--- src/rtl/apb_pkg.sv ---
// Shared types and defaults for the APB register-bank slave.
package apb_pkg;
  localparam int         APB_ADDR_W    = 8;
  localparam int         APB_DATA_W    = 8;
  localparam logic [7:0] APB_RESET_VAL = 8'h00;

  typedef enum logic [1:0] {
    IDLE   = 2'd0,
    SETUP  = 2'd1,
    ACCESS = 2'd2
  } apb_state_e;
endpackage

--- src/rtl/apb_wait_ctr.sv ---
// ACCESS-phase wait counter: loads on SETUP, counts down during ACCESS, saturates at zero.
module apb_wait_ctr
  import apb_pkg::*;
#(
  parameter int WAIT_CYCLES = 0
) (
  input  logic i_clk,
  input  logic i_rst,
  input  logic i_load,
  input  logic i_dec,
  output logic o_cnt_zero
);
  localparam int CNT_W = (WAIT_CYCLES < 2) ? 1 : $clog2(WAIT_CYCLES + 1);

  logic [CNT_W-1:0] r_cnt;

  always_ff @(posedge i_clk or posedge i_rst) begin
    if (i_rst) begin
      r_cnt <= '0;
    end else if (i_load) begin
      r_cnt <= CNT_W'(WAIT_CYCLES);
    end else if (i_dec && (r_cnt != '0)) begin
      r_cnt <= r_cnt - 1'b1;
    end
  end

  assign o_cnt_zero = (r_cnt == '0);
endmodule

--- src/rtl/apb_slave_regbank.sv ---
// APB slave with DEPTH read/write registers, optional fixed wait states,
// PSLVERR on out-of-range addresses and a sticky master protocol-violation flag.
module apb_slave_regbank
  import apb_pkg::*;
#(
  parameter int                ADDR_W      = APB_ADDR_W,
  parameter int                DATA_W      = APB_DATA_W,
  parameter int                DEPTH       = 16,
  parameter int                WAIT_CYCLES = 0,
  parameter logic [DATA_W-1:0] RESET_VAL   = DATA_W'(APB_RESET_VAL)
) (
  input  logic                    i_pclk,
  input  logic                    i_prst,
  input  logic                    i_psel,
  input  logic                    i_penable,
  input  logic                    i_pwrite,
  input  logic [ADDR_W-1:0]       i_paddr,
  input  logic [DATA_W-1:0]       i_pwdata,
  output logic [DATA_W-1:0]       o_prdata,
  output logic                    o_pready,
  output logic                    o_pslverr,
  output logic [DEPTH*DATA_W-1:0] o_reg_q,
  output logic                    o_proto_err
);
  // state  | meaning (bus phase seen on the previous edge)
  // IDLE   | psel low; an ACCESS phase now is a violation
  // SETUP  | setup phase; an ACCESS phase must follow now
  // ACCESS | access phase; if it stalled, controls must be unchanged now
  localparam int IDX_W = (DEPTH > 1) ? $clog2(DEPTH) : 1;

  apb_state_e        r_state;
  logic              r_stall;
  logic [ADDR_W-1:0] r_paddr;
  logic              r_pwrite;
  logic [DATA_W-1:0] r_pwdata;
  logic              r_proto_err;
  logic [DATA_W-1:0] r_regs [DEPTH];

  logic              w_setup;
  logic              w_access;
  logic              w_cnt_zero;
  logic              w_pready;
  logic              w_addr_ok;
  logic [IDX_W-1:0]  w_idx;
  logic              w_ctrl_changed;
  logic              w_proto_viol;

  assign w_setup   = i_psel && !i_penable;
  assign w_access  = i_psel && i_penable;
  assign w_pready  = w_access && w_cnt_zero && !i_prst;
  assign w_addr_ok = (32'(i_paddr) < DEPTH);
  assign w_idx     = i_paddr[IDX_W-1:0];

  assign w_ctrl_changed = (i_paddr != r_paddr) || (i_pwrite != r_pwrite) ||
                          (i_pwdata != r_pwdata);
  assign w_proto_viol   = ((r_state == IDLE)   && w_access) ||
                          ((r_state == SETUP)  && !w_access) ||
                          ((r_state == ACCESS) && r_stall && w_ctrl_changed);

  apb_wait_ctr #(
    .WAIT_CYCLES(WAIT_CYCLES)
  ) u_wait_ctr (
    .i_clk      (i_pclk),
    .i_rst      (i_prst),
    .i_load     (w_setup),
    .i_dec      (w_access),
    .o_cnt_zero (w_cnt_zero)
  );

  always_ff @(posedge i_pclk or posedge i_prst) begin
    if (i_prst) begin
      r_state     <= IDLE;
      r_stall     <= 1'b0;
      r_paddr     <= '0;
      r_pwrite    <= 1'b0;
      r_pwdata    <= '0;
      r_proto_err <= 1'b0;
    end else begin
      if (!i_psel) begin
        r_state <= IDLE;
      end else if (!i_penable) begin
        r_state <= SETUP;
      end else begin
        r_state <= ACCESS;
      end
      r_stall  <= w_access && !w_pready;
      r_paddr  <= i_paddr;
      r_pwrite <= i_pwrite;
      r_pwdata <= i_pwdata;
      if (w_proto_viol) begin
        r_proto_err <= 1'b1;
      end
    end
  end

  always_ff @(posedge i_pclk or posedge i_prst) begin
    if (i_prst) begin
      for (int i = 0; i < DEPTH; i++) begin
        r_regs[i] <= RESET_VAL;
      end
    end else if (w_pready && i_pwrite && w_addr_ok) begin
      r_regs[w_idx] <= i_pwdata;
    end
  end

  for (genvar g = 0; g < DEPTH; g++) begin : g_reg_q
    assign o_reg_q[g*DATA_W +: DATA_W] = r_regs[g];
  end

  // Read data is address-driven from SETUP on, so it is already stable at completion.
  assign o_prdata    = (i_psel && !i_pwrite && w_addr_ok && !i_prst) ? r_regs[w_idx] : '0;
  assign o_pready    = w_pready;
  assign o_pslverr   = w_pready && !w_addr_ok;
  assign o_proto_err = r_proto_err;
endmodule

--- config.mk ---
export PLATFORM = sky130hd
export DESIGN_NAME = apb_slave_regbank
export DESIGN_NICKNAME = d
export VERILOG_FILES = /design/src/rtl/apb_pkg.sv /design/src/rtl/apb_wait_ctr.sv /design/src/rtl/apb_slave_regbank.sv
export SDC_FILE = /design/constraint.sdc
export NUM_CORES = 1
export LEC_CHECK = 0
export BUFFER_PORTS_ARGS = -buffer_cell sky130_fd_sc_hd__buf_4
export CORE_UTILIZATION = 50
export CTS_BUF_LIST = sky130_fd_sc_hd__clkbuf_4 sky130_fd_sc_hd__clkbuf_8
export DETAILED_ROUTE_END_ITERATION = 16
export MAX_ROUTING_LAYER = met4
export PLACE_DENSITY = 0.75
export REMOVE_ABC_BUFFERS = 1
export SYNTH_ARGS = -nofsm -noshare
export SYNTH_HDL_FRONTEND = slang
export SYNTH_SLANG_ARGS = --single-unit
--- constraint.sdc ---
create_clock -name i_pclk -period 7.7 [get_ports i_pclk]
set_input_delay 0.385 -clock i_pclk [delete_from_list [all_inputs] [get_ports i_pclk]]
set_output_delay 0.385 -clock i_pclk [all_outputs]
set_load 0.01 [all_outputs]
[Word-level counts from Yosys, hierarchy flattened]
Cells that the tools add are included.
Cells by class
  equality and inequality tests: 5
  add/sub/neg operators: 1
  reduce and logical (&&, ||, !) cells: 29
  mux-type cells: 11
  bitwise logic cells: 2
  $lt $le $gt $ge: 3
Operators with widths (count)
  $bwmux 128: 1
  $bmux 8 s4: 1
  $demux 8 s4: 1
  $mux 8: 4
  $logic_and 1x1->1: 17
  $ne 8x8->1: 2
  $lt 8x5->1 const B: 1
  $logic_not 1->1: 6
  $ge 5x5->1 const B: 1
  $lt 5x1->1 const B: 1
  $not 4->5: 1
  $logic_or 1x1->1: 4
  $mux 2: 2
  $eq 2x1->1 const B: 1
  $eq 2x2->1 const B: 1
  $logic_not 2->1: 1
  $mux 1: 2
  $reduce_bool 2->1: 1
  $ne 1x1->1: 1
  $not 1->1: 1
  $sub 1x1->1 const B: 1
Storage, ports and cells
  input bits: 21
  output and inout bits: 139
  flip-flop bits (word level): 150

[Logic depth before layout (Yosys ltp)]
Gate-level depths: netlist of run 1.
  depth in word-level cells: 6
  gate-level depth with buffers: 6
  gate-level depth less buffers: 4

[Modules after synthesis]
Synthesis of run 1 repeated with hierarchy kept, for this count alone.
Second synthesis, totals
  cells, all modules: 429
  area total of the unflattened synthesis: 6765.2 µm²
By module, submodules not included
  apb_slave_regbank: instances 1, cells each 425, sequential area each 3728.6 µm², area an instance 6720.2 µm²
  apb_wait_ctr: instances 1, cells each 4, sequential area each 25.0 µm², area an instance 45.0 µm²

[Least setup slack after synthesis of run 1]
OpenSTA, ideal clock, no wires.
  kind: in2out
  from: input port i_paddr[0]
  to: output port o_prdata[0]
  slack: 5480 ps
  data arrival time: 1835 ps
  stages on the path: 5
  data required time: 7315 ps
  cell sequence: clkbuf_1 -> buf_2 -> mux4_2 -> mux2i_1 -> o22ai_1
On the way
  word-level cells in the longest chain between the ends: 5
Ends and longest elaborated chain
  start, declared: line apb_slave_regbank.sv:17  | input logic [ADDR_W-1:0] i_paddr,
  $not 4->5 (implied by the code): line apb_slave_regbank.sv:111  | assign o_prdata = (i_psel && !i_pwrite && w_addr_ok && !i_prst) ? r_regs[w_idx] : '0;
  $bmux 8 s4: line apb_slave_regbank.sv:111
  $mux 8 (implied by the code) (2 in a row): line apb_slave_regbank.sv:111
  $mux 8 *: line apb_slave_regbank.sv:111
  end, declared: line apb_slave_regbank.sv:19  | output logic [DATA_W-1:0] o_prdata,
Every way passes the cells marked *; elsewhere a longest branch is shown, timed or not. The select of a mux whose other input is x is not followed.

[Worst setup path after layout of run 1]
  from: register u_wait_ctr.r_cnt
  to: register r_regs, in the netlist o_reg_q[64]
On the way
  word-level cells in the longest chain between the ends: 5
Ends and longest elaborated chain
  start, declared: line apb_wait_ctr.sv:15  | logic [CNT_W-1:0] r_cnt;
  start signal, assigned: line apb_wait_ctr.sv:21  | r_cnt <= CNT_W'(WAIT_CYCLES);
  start signal, assigned: line apb_wait_ctr.sv:23  | r_cnt <= r_cnt - 1'b1;
  $not 1->1: line apb_wait_ctr.sv:27  | assign o_cnt_zero = (r_cnt == '0);
  $logic_and 1x1->1 (2 in a row): line apb_slave_regbank.sv:50  | assign w_pready = w_access && w_cnt_zero && !i_prst;
  $logic_and 1x1->1 (2 in a row): line apb_slave_regbank.sv:101  | end else if (w_pready && i_pwrite && w_addr_ok) begin
  end signal, assigned by index: line apb_slave_regbank.sv:102  | r_regs[w_idx] <= i_pwdata;
  end, declared: line apb_slave_regbank.sv:37  | logic [DATA_W-1:0] r_regs [DEPTH];
No other way between the ends.
A chain may end at the register's enable or synchronous reset.

==> results.sh, run 1 <==
export IMPL_critPathRequiredTime_ns=8.03
export IMPL_h_tree_depth=4
export IMPL_power_density_nw_per_um2=172
export IMPL_ff2ff_path_depth=4
export IMPL_yosysWarnings=0
export IMPL_rrSetupSlack_ns=4.69
export IMPL_muxShareOfSynthArea=0.343
export IMPL_drtIter0Drc=294
export IMPL_routabilityCongestion=0.826
export IMPL_power_uw=1460
export IMPL_synth_compound_area_frac=0.0104
export IMPL_grt_pass1_wl_um=27200
export IMPL_insertion_delay_ns=0.45
export IMPL_skew_ns=0.00459
export IMPL_synth_top_family_by_area="multiplexers"
export IMPL_synth_seq_area_share=0.555
export IMPL_clock_power_share=0.378
export IMPL_post_cts_resized=0
export IMPL_cts_buffer_depth=2
export IMPL_synth_xor_area_frac=0.0233
export IMPL_setup_violations_final=0
export IMPL_drive_gt1_frac=0.621
export IMPL_antenna_found_initial=0
export IMPL_fmax_mhz=332
export IMPL_critPathCaptureType="register"
export IMPL_fin_crit_sh=0.391
export IMPL_synth_cells=428
export IMPL_diodes=0
export IMPL_io_pins=160
export IMPL_fin_util=0.638
export IMPL_worstMarginPinSlew_ns=1.11
export IMPL_slew_headroom=0.253
export IMPL_max_vdd_ir_drop_uv=78.3
export IMPL_met3_usage=0.0487
export IMPL_period_minus_slack_ns=3.01
export IMPL_coreArea_um2=13200
export IMPL_postSynthAreaPerCell_um2=15.8
export IMPL_final_common_cell="buf_4"
export IMPL_seqPwrFrac=0.553
export IMPL_wirelength_um=17800
export IMPL_holdCritPathClass="in -> async"
export IMPL_start_util=0.511
export IMPL_critPathMaxFanout=8
export IMPL_path_class="reg -> reg"
export IMPL_p_sw_uw=346
export IMPL_track_usage=0.274
export IMPL_mostFrequentLayoutCells="buf_4 (160), dfrtp_1 (150), mux2_2 (128)"
export IMPL_rows=42
export IMPL_hold_violations=0
export IMPL_wire_per_inst_um=23.1
export IMPL_synth_fa_ha_area_frac=0
export IMPL_grt_busiest_layer="met2"
export IMPL_p_int_uw=1110
export IMPL_io_buffers=159
export IMPL_grt_max_degree=77
export IMPL_place_ws_ns=4.62
export IMPL_die_h_um=118
export IMPL_use_met1=0.360
export IMPL_r2r_end="o_reg_q[64]"
export IMPL_setup_slack_ns=4.69
export IMPL_cts_tree="done"
export IMPL_grt_pass1_vias=4580
export IMPL_num_fill_cells=1030
export IMPL_startpoint_type="register"
export IMPL_cts_setup_buffers=0
export IMPL_p_leak_uw=0.00421
export IMPL_grtUsageMet2=0.420
export IMPL_avgViaCountPerCell=5.79
export IMPL_fin_hold_ws_ns=0.0546
export IMPL_cts_sinks=150
export IMPL_maxCapViolCount=0
export IMPL_tns_ns=0
export IMPL_ctsHoldBuffers=0
export IMPL_ant_nets=0
export IMPL_syn_to_final_growth_pct=24.8
export IMPL_yosys_area_share_simple=0.0518
export IMPL_comb_power_share=0.068
export IMPL_nets=604
export IMPL_p_sw_frac=0.238
export IMPL_rsz0062_at_grt="no"
export IMPL_dieArea_um2=14000
export IMPL_drv_slew=0
export IMPL_overflow=0
export IMPL_synth_distinct_cells=27
export IMPL_clkTransAtPathRegs_ns=0.07
export IMPL_drc_errors=0
export IMPL_dr_pass1_iters=4
export IMPL_status="finished clean"
export IMPL_die_w_um=118
export IMPL_arrival_ns=3.35
export IMPL_r2r_start="u_wait_ctr.r_cnt"
export IMPL_ys_seq_elements=150
export IMPL_vias=4461
export IMPL_detailed_place_hpwl_um=11800
export IMPL_numCtsBuffers=17
export IMPL_clockRootBuffer="clkbuf_8"
export IMPL_synth_area_um2=6760
==> flip-flops by register name, summed over array words and instances (netlist names) <==
name / count
r_pwdata: 8
r_state: 2
u_wait_ctr.r_cnt: 1
o_reg_q: 128
r_stall: 1
r_paddr: 8
o_proto_err: 1
r_pwrite: 1
==> worst max-delay path by stage <==
stage,start,end,slack [ns],cells past startpoint
after floorplan,i_prst,o_proto_err,3.28,1
after global placement,i_prst,o_reg_q[46],4.71,5
after detailed placement,i_prst,o_reg_q[64],4.62,5
after CTS,u_wait_ctr.r_cnt,o_reg_q[64],4.74,4
after global routing,u_wait_ctr.r_cnt,o_reg_q[64],4.49,4
final,u_wait_ctr.r_cnt,o_reg_q[64],4.69,4
==> metal layers <==
metal,vias to the layer above,part of all wire
li1,1900,-
met1,2355,0.42
met2,173,0.50
met3,33,0.052
met4,0,0.025
met5,-,0
==> critical path: stages, from the launching register on <==
cell,delay (ns)
dfrtp_1,0.40
nor4bb_1,0.94
nand4_1,0.51
nor2_2,0.63
mux2_2,0.41
==> logic make-up after synthesis <==
| logic type | after synthesis |
|---|---|
| AO/OA/AOI/OAI | 11 |
| XOR/XNOR | 18 |
| buffers and inverters | 27 |
| flip-flops | 150 |
| multiplexers | 176 |
| AND/OR/NAND/NOR | 46 |
==> Yosys cell counts (all sizes together) <==
cell | n | area (um^2)
a21oi | 1 | 5.00
nand2 | 4 | 15.0
o22ai | 8 | 50.1
o31ai | 2 | 15.0
nand3 | 5 | 30.0
nor2b | 5 | 31.3
xnor2 | 16 | 140
dfrtp | 150 | 3750
nor4 | 2 | 42.5
nand2b | 2 | 12.5
nor3 | 6 | 85.1
clkbuf | 16 | 60.1
mux2 | 128 | 1440
nor3b | 1 | 7.51
nor4bb | 1 | 10.0
xor2 | 2 | 17.5
mux4 | 32 | 721
inv | 3 | 11.3
buf | 8 | 38.8
nand3b | 1 | 7.51
nor2 | 13 | 71.3
nand4 | 6 | 37.5
mux2i | 16 | 160
==> final cells by class <==
type,count,area (um^2),share of cell area
clock buffer,26,333,0.0394
tap,176,220,0.0261
sequential,150,3750,0.445
clock inverter,4,20.0,0.00237
multi-input combinational,251,2900,0.343
inverter,3,16.3,0.00193
timing repair buffer,160,1200,0.142
==> power groups by stage <==
stage	combinational, uW	clock, uW	sequential (uW)
final	99.5	550	806
after global routing	108	587	806
after CTS	101	557	805
after detailed placement	100	0	821
after global placement	98.5	0	820
after floorplan	42.0	0	821
==> metrics by stage <==
| step | area (um^2) | std cells |
|---|---|---|
| floorplan | 6670 | 404 |
| global placement | 8090 | 740 |
| detailed placement | 8090 | 740 |
| CTS | 8440 | 770 |
| global route | 8440 | 770 |
| finish | 8440 | 770 |
(Power assumes the default switching activity.)
==> inputs of run 2 (changes only) <==
--- a/config.mk
+++ b/config.mk
@@ -10,7 +10,7 @@
 export CTS_BUF_LIST = sky130_fd_sc_hd__clkbuf_4 sky130_fd_sc_hd__clkbuf_8
 export DETAILED_ROUTE_END_ITERATION = 16
 export MAX_ROUTING_LAYER = met4
-export PLACE_DENSITY = 0.75
+export PLACE_DENSITY = 0.78
 export REMOVE_ABC_BUFFERS = 1
 export SYNTH_ARGS = -nofsm -noshare
 export SYNTH_HDL_FRONTEND = slang
==> constraint.sdc (replaced) <==
create_clock -name i_pclk -period 2.5 [get_ports i_pclk]
set_input_delay 0.125 -clock i_pclk [delete_from_list [all_inputs] [get_ports i_pclk]]
set_output_delay 0.125 -clock i_pclk [all_outputs]
set_load 0.01 [all_outputs]
==> results.sh, run 2 (synthesis results as in run 1) <==
export IMPL_mostFrequentLayoutCells="buf_4 (166), dfrtp_1 (150), mux2_2 (128)"
export IMPL_num_fill_cells=1002
export IMPL_io_pins=160
export IMPL_comb_power_share=0.071
export IMPL_p_sw_frac=0.235
export IMPL_p_int_uw=3750
export IMPL_dr_pass1_iters=4
export IMPL_power_uw=4900
export IMPL_slew_headroom=0.462
export IMPL_rsz0062_at_grt="no"
export IMPL_holdCritPathClass="in -> reg"
export IMPL_wire_per_inst_um=22.7
export IMPL_arrival_ns=2.31
export IMPL_insertion_delay_ns=0.47
export IMPL_r2r_start="u_wait_ctr.r_cnt"
export IMPL_maxCapViolCount=0
export IMPL_skew_ns=0.00815
export IMPL_avgViaCountPerCell=5.66
export IMPL_max_vdd_ir_drop_uv=348
export IMPL_critPathMaxFanout=8
export IMPL_critPathCaptureType="output pin"
export IMPL_p_sw_uw=1150
export IMPL_drc_errors=0
export IMPL_rrSetupSlack_ns=0.20
export IMPL_period_minus_slack_ns=2.44
export IMPL_track_usage=0.284
export IMPL_critPathRequiredTime_ns=2.38
export IMPL_ant_nets=0
export IMPL_numCtsBuffers=17
export IMPL_final_common_cell="buf_4"
export IMPL_h_tree_depth=4
export IMPL_setup_violations_final=0
export IMPL_grt_pass1_wl_um=27800
export IMPL_grt_max_degree=68
export IMPL_drive_gt1_frac=0.608
export IMPL_power_density_nw_per_um2=554
export IMPL_detailed_place_hpwl_um=12300
export IMPL_clockRootBuffer="clkbuf_8"
export IMPL_seqPwrFrac=0.506
export IMPL_drv_slew=0
export IMPL_ff2ff_path_depth=6
export IMPL_routabilityCongestion=0.822
export IMPL_syn_to_final_growth_pct=30.6
export IMPL_vias=4533
export IMPL_hold_violations=0
export IMPL_fmax_mhz=410
export IMPL_largest_reg_flops=128
export IMPL_dieArea_um2=14000
export IMPL_path_class="in -> out"
export IMPL_overflow=0
export IMPL_p_leak_uw=0.00437
export IMPL_cts_buffer_depth=2
export IMPL_wirelength_um=18200
export IMPL_drtIter0Drc=331
export IMPL_coreArea_um2=13200
export IMPL_clkTransAtPathRegs_ns=0.07
export IMPL_fin_hold_ws_ns=0.0629
export IMPL_cts_tree="done"
export IMPL_die_w_um=118
export IMPL_rows=42
export IMPL_holdPathStages=1
export IMPL_diodes=0
export IMPL_die_h_um=118
export IMPL_startpoint_type="input pin"
export IMPL_worstMarginPinSlew_ns=0.801
export IMPL_antenna_found_initial=0
export IMPL_cts_sinks=150
export IMPL_start_util=0.511
export IMPL_fin_util=0.667
export IMPL_hold_path_end="r_paddr[2]"
export IMPL_status="finished clean"
export IMPL_clock_power_share=0.423
export IMPL_nets=633
export IMPL_grt_pass1_vias=4623
export IMPL_r2r_end="o_reg_q[38]"
export IMPL_cts_setup_buffers=0
export IMPL_io_buffers=159
export IMPL_hold_start="i_paddr[2]"
export IMPL_fin_crit_sh=0.975
## run 2: metal layers
| layer | share of wire | track usage |
|---|---|---|
| met1 | 0.41 | 0.363 |
| met2 | 0.50 | 0.450 |
| met3 | 0.067 | 0.0623 |
| met4 | 0.017 | 0.0986 |
| met5 | 0 | - |
## run 2: area by class of cell
| class | count | area (um^2) | area share |
|---|---|---|---|
| well taps | 176 | 220 | 0.0249 |
| repair buffers | 189 | 1500 | 0.170 |
| flip-flops and latches | 150 | 3750 | 0.425 |
| multi-input cells | 251 | 2900 | 0.328 |
| clock inverters | 12 | 176 | 0.0200 |
| inverters | 3 | 16.3 | 0.00184 |
| clock buffers | 20 | 269 | 0.0305 |
## run 2: critical path: stages
cell,delay (ns)
dlygate4sd3_1,0.54
buf_4,0.15
nor4_4,0.45
buf_4,0.21
nand3_1,0.28
o22ai_1,0.37
buf_4,0.18
## run 2: power groups by stage
stage | Combinational [uW] | Sequential [uW] | Clock (uW)
floorplan | 129 | 2530 | 0
global placement | 317 | 2530 | 0
detailed placement | 324 | 2530 | 0
CTS | 351 | 2480 | 2090
global route | 374 | 2480 | 2200
finish | 348 | 2480 | 2070
## run 2: worst max-delay path by stage
stage	startpoint	end	slack, ns	cells after the start
6_report	i_paddr[6]	o_prdata[1]	0.06	7
5_1_grt	i_paddr[6]	o_prdata[1]	0.01	7
3_3_place_gp	u_wait_ctr.r_cnt	o_reg_q[92]	0.23	5
3_5_place_dp	u_wait_ctr.r_cnt	o_reg_q[90]	0.22	5
4_1_cts	i_paddr[1]	o_prdata[3]	0.05	7
2_1_floorplan	i_prst	o_proto_err	-1.66	1
## run 2: what timing repair did
item	CTS	global route
endpoints found under the setup margin	0	1
gates resized for setup	0	1
hold buffers	20	0
endpoints found under the hold margin	81	0
## run 2: per-stage QoR
| step | TNS (ns) | cells | worst slack, ns | instance area [um^2] |
|---|---|---|---|---|
| 2_1_floorplan | -259.06 | 404 | -1.66 | 6670 |
| 3_3_place_gp | 0 | 749 | 0.230 | 8180 |
| 3_5_place_dp | 0 | 749 | 0.223 | 8180 |
| 4_1_cts | 0 | 801 | 0.0514 | 8830 |
| 5_1_grt | 0 | 801 | 0.0115 | 8830 |
| 6_report | 0 | 801 | 0.0624 | 8830 |
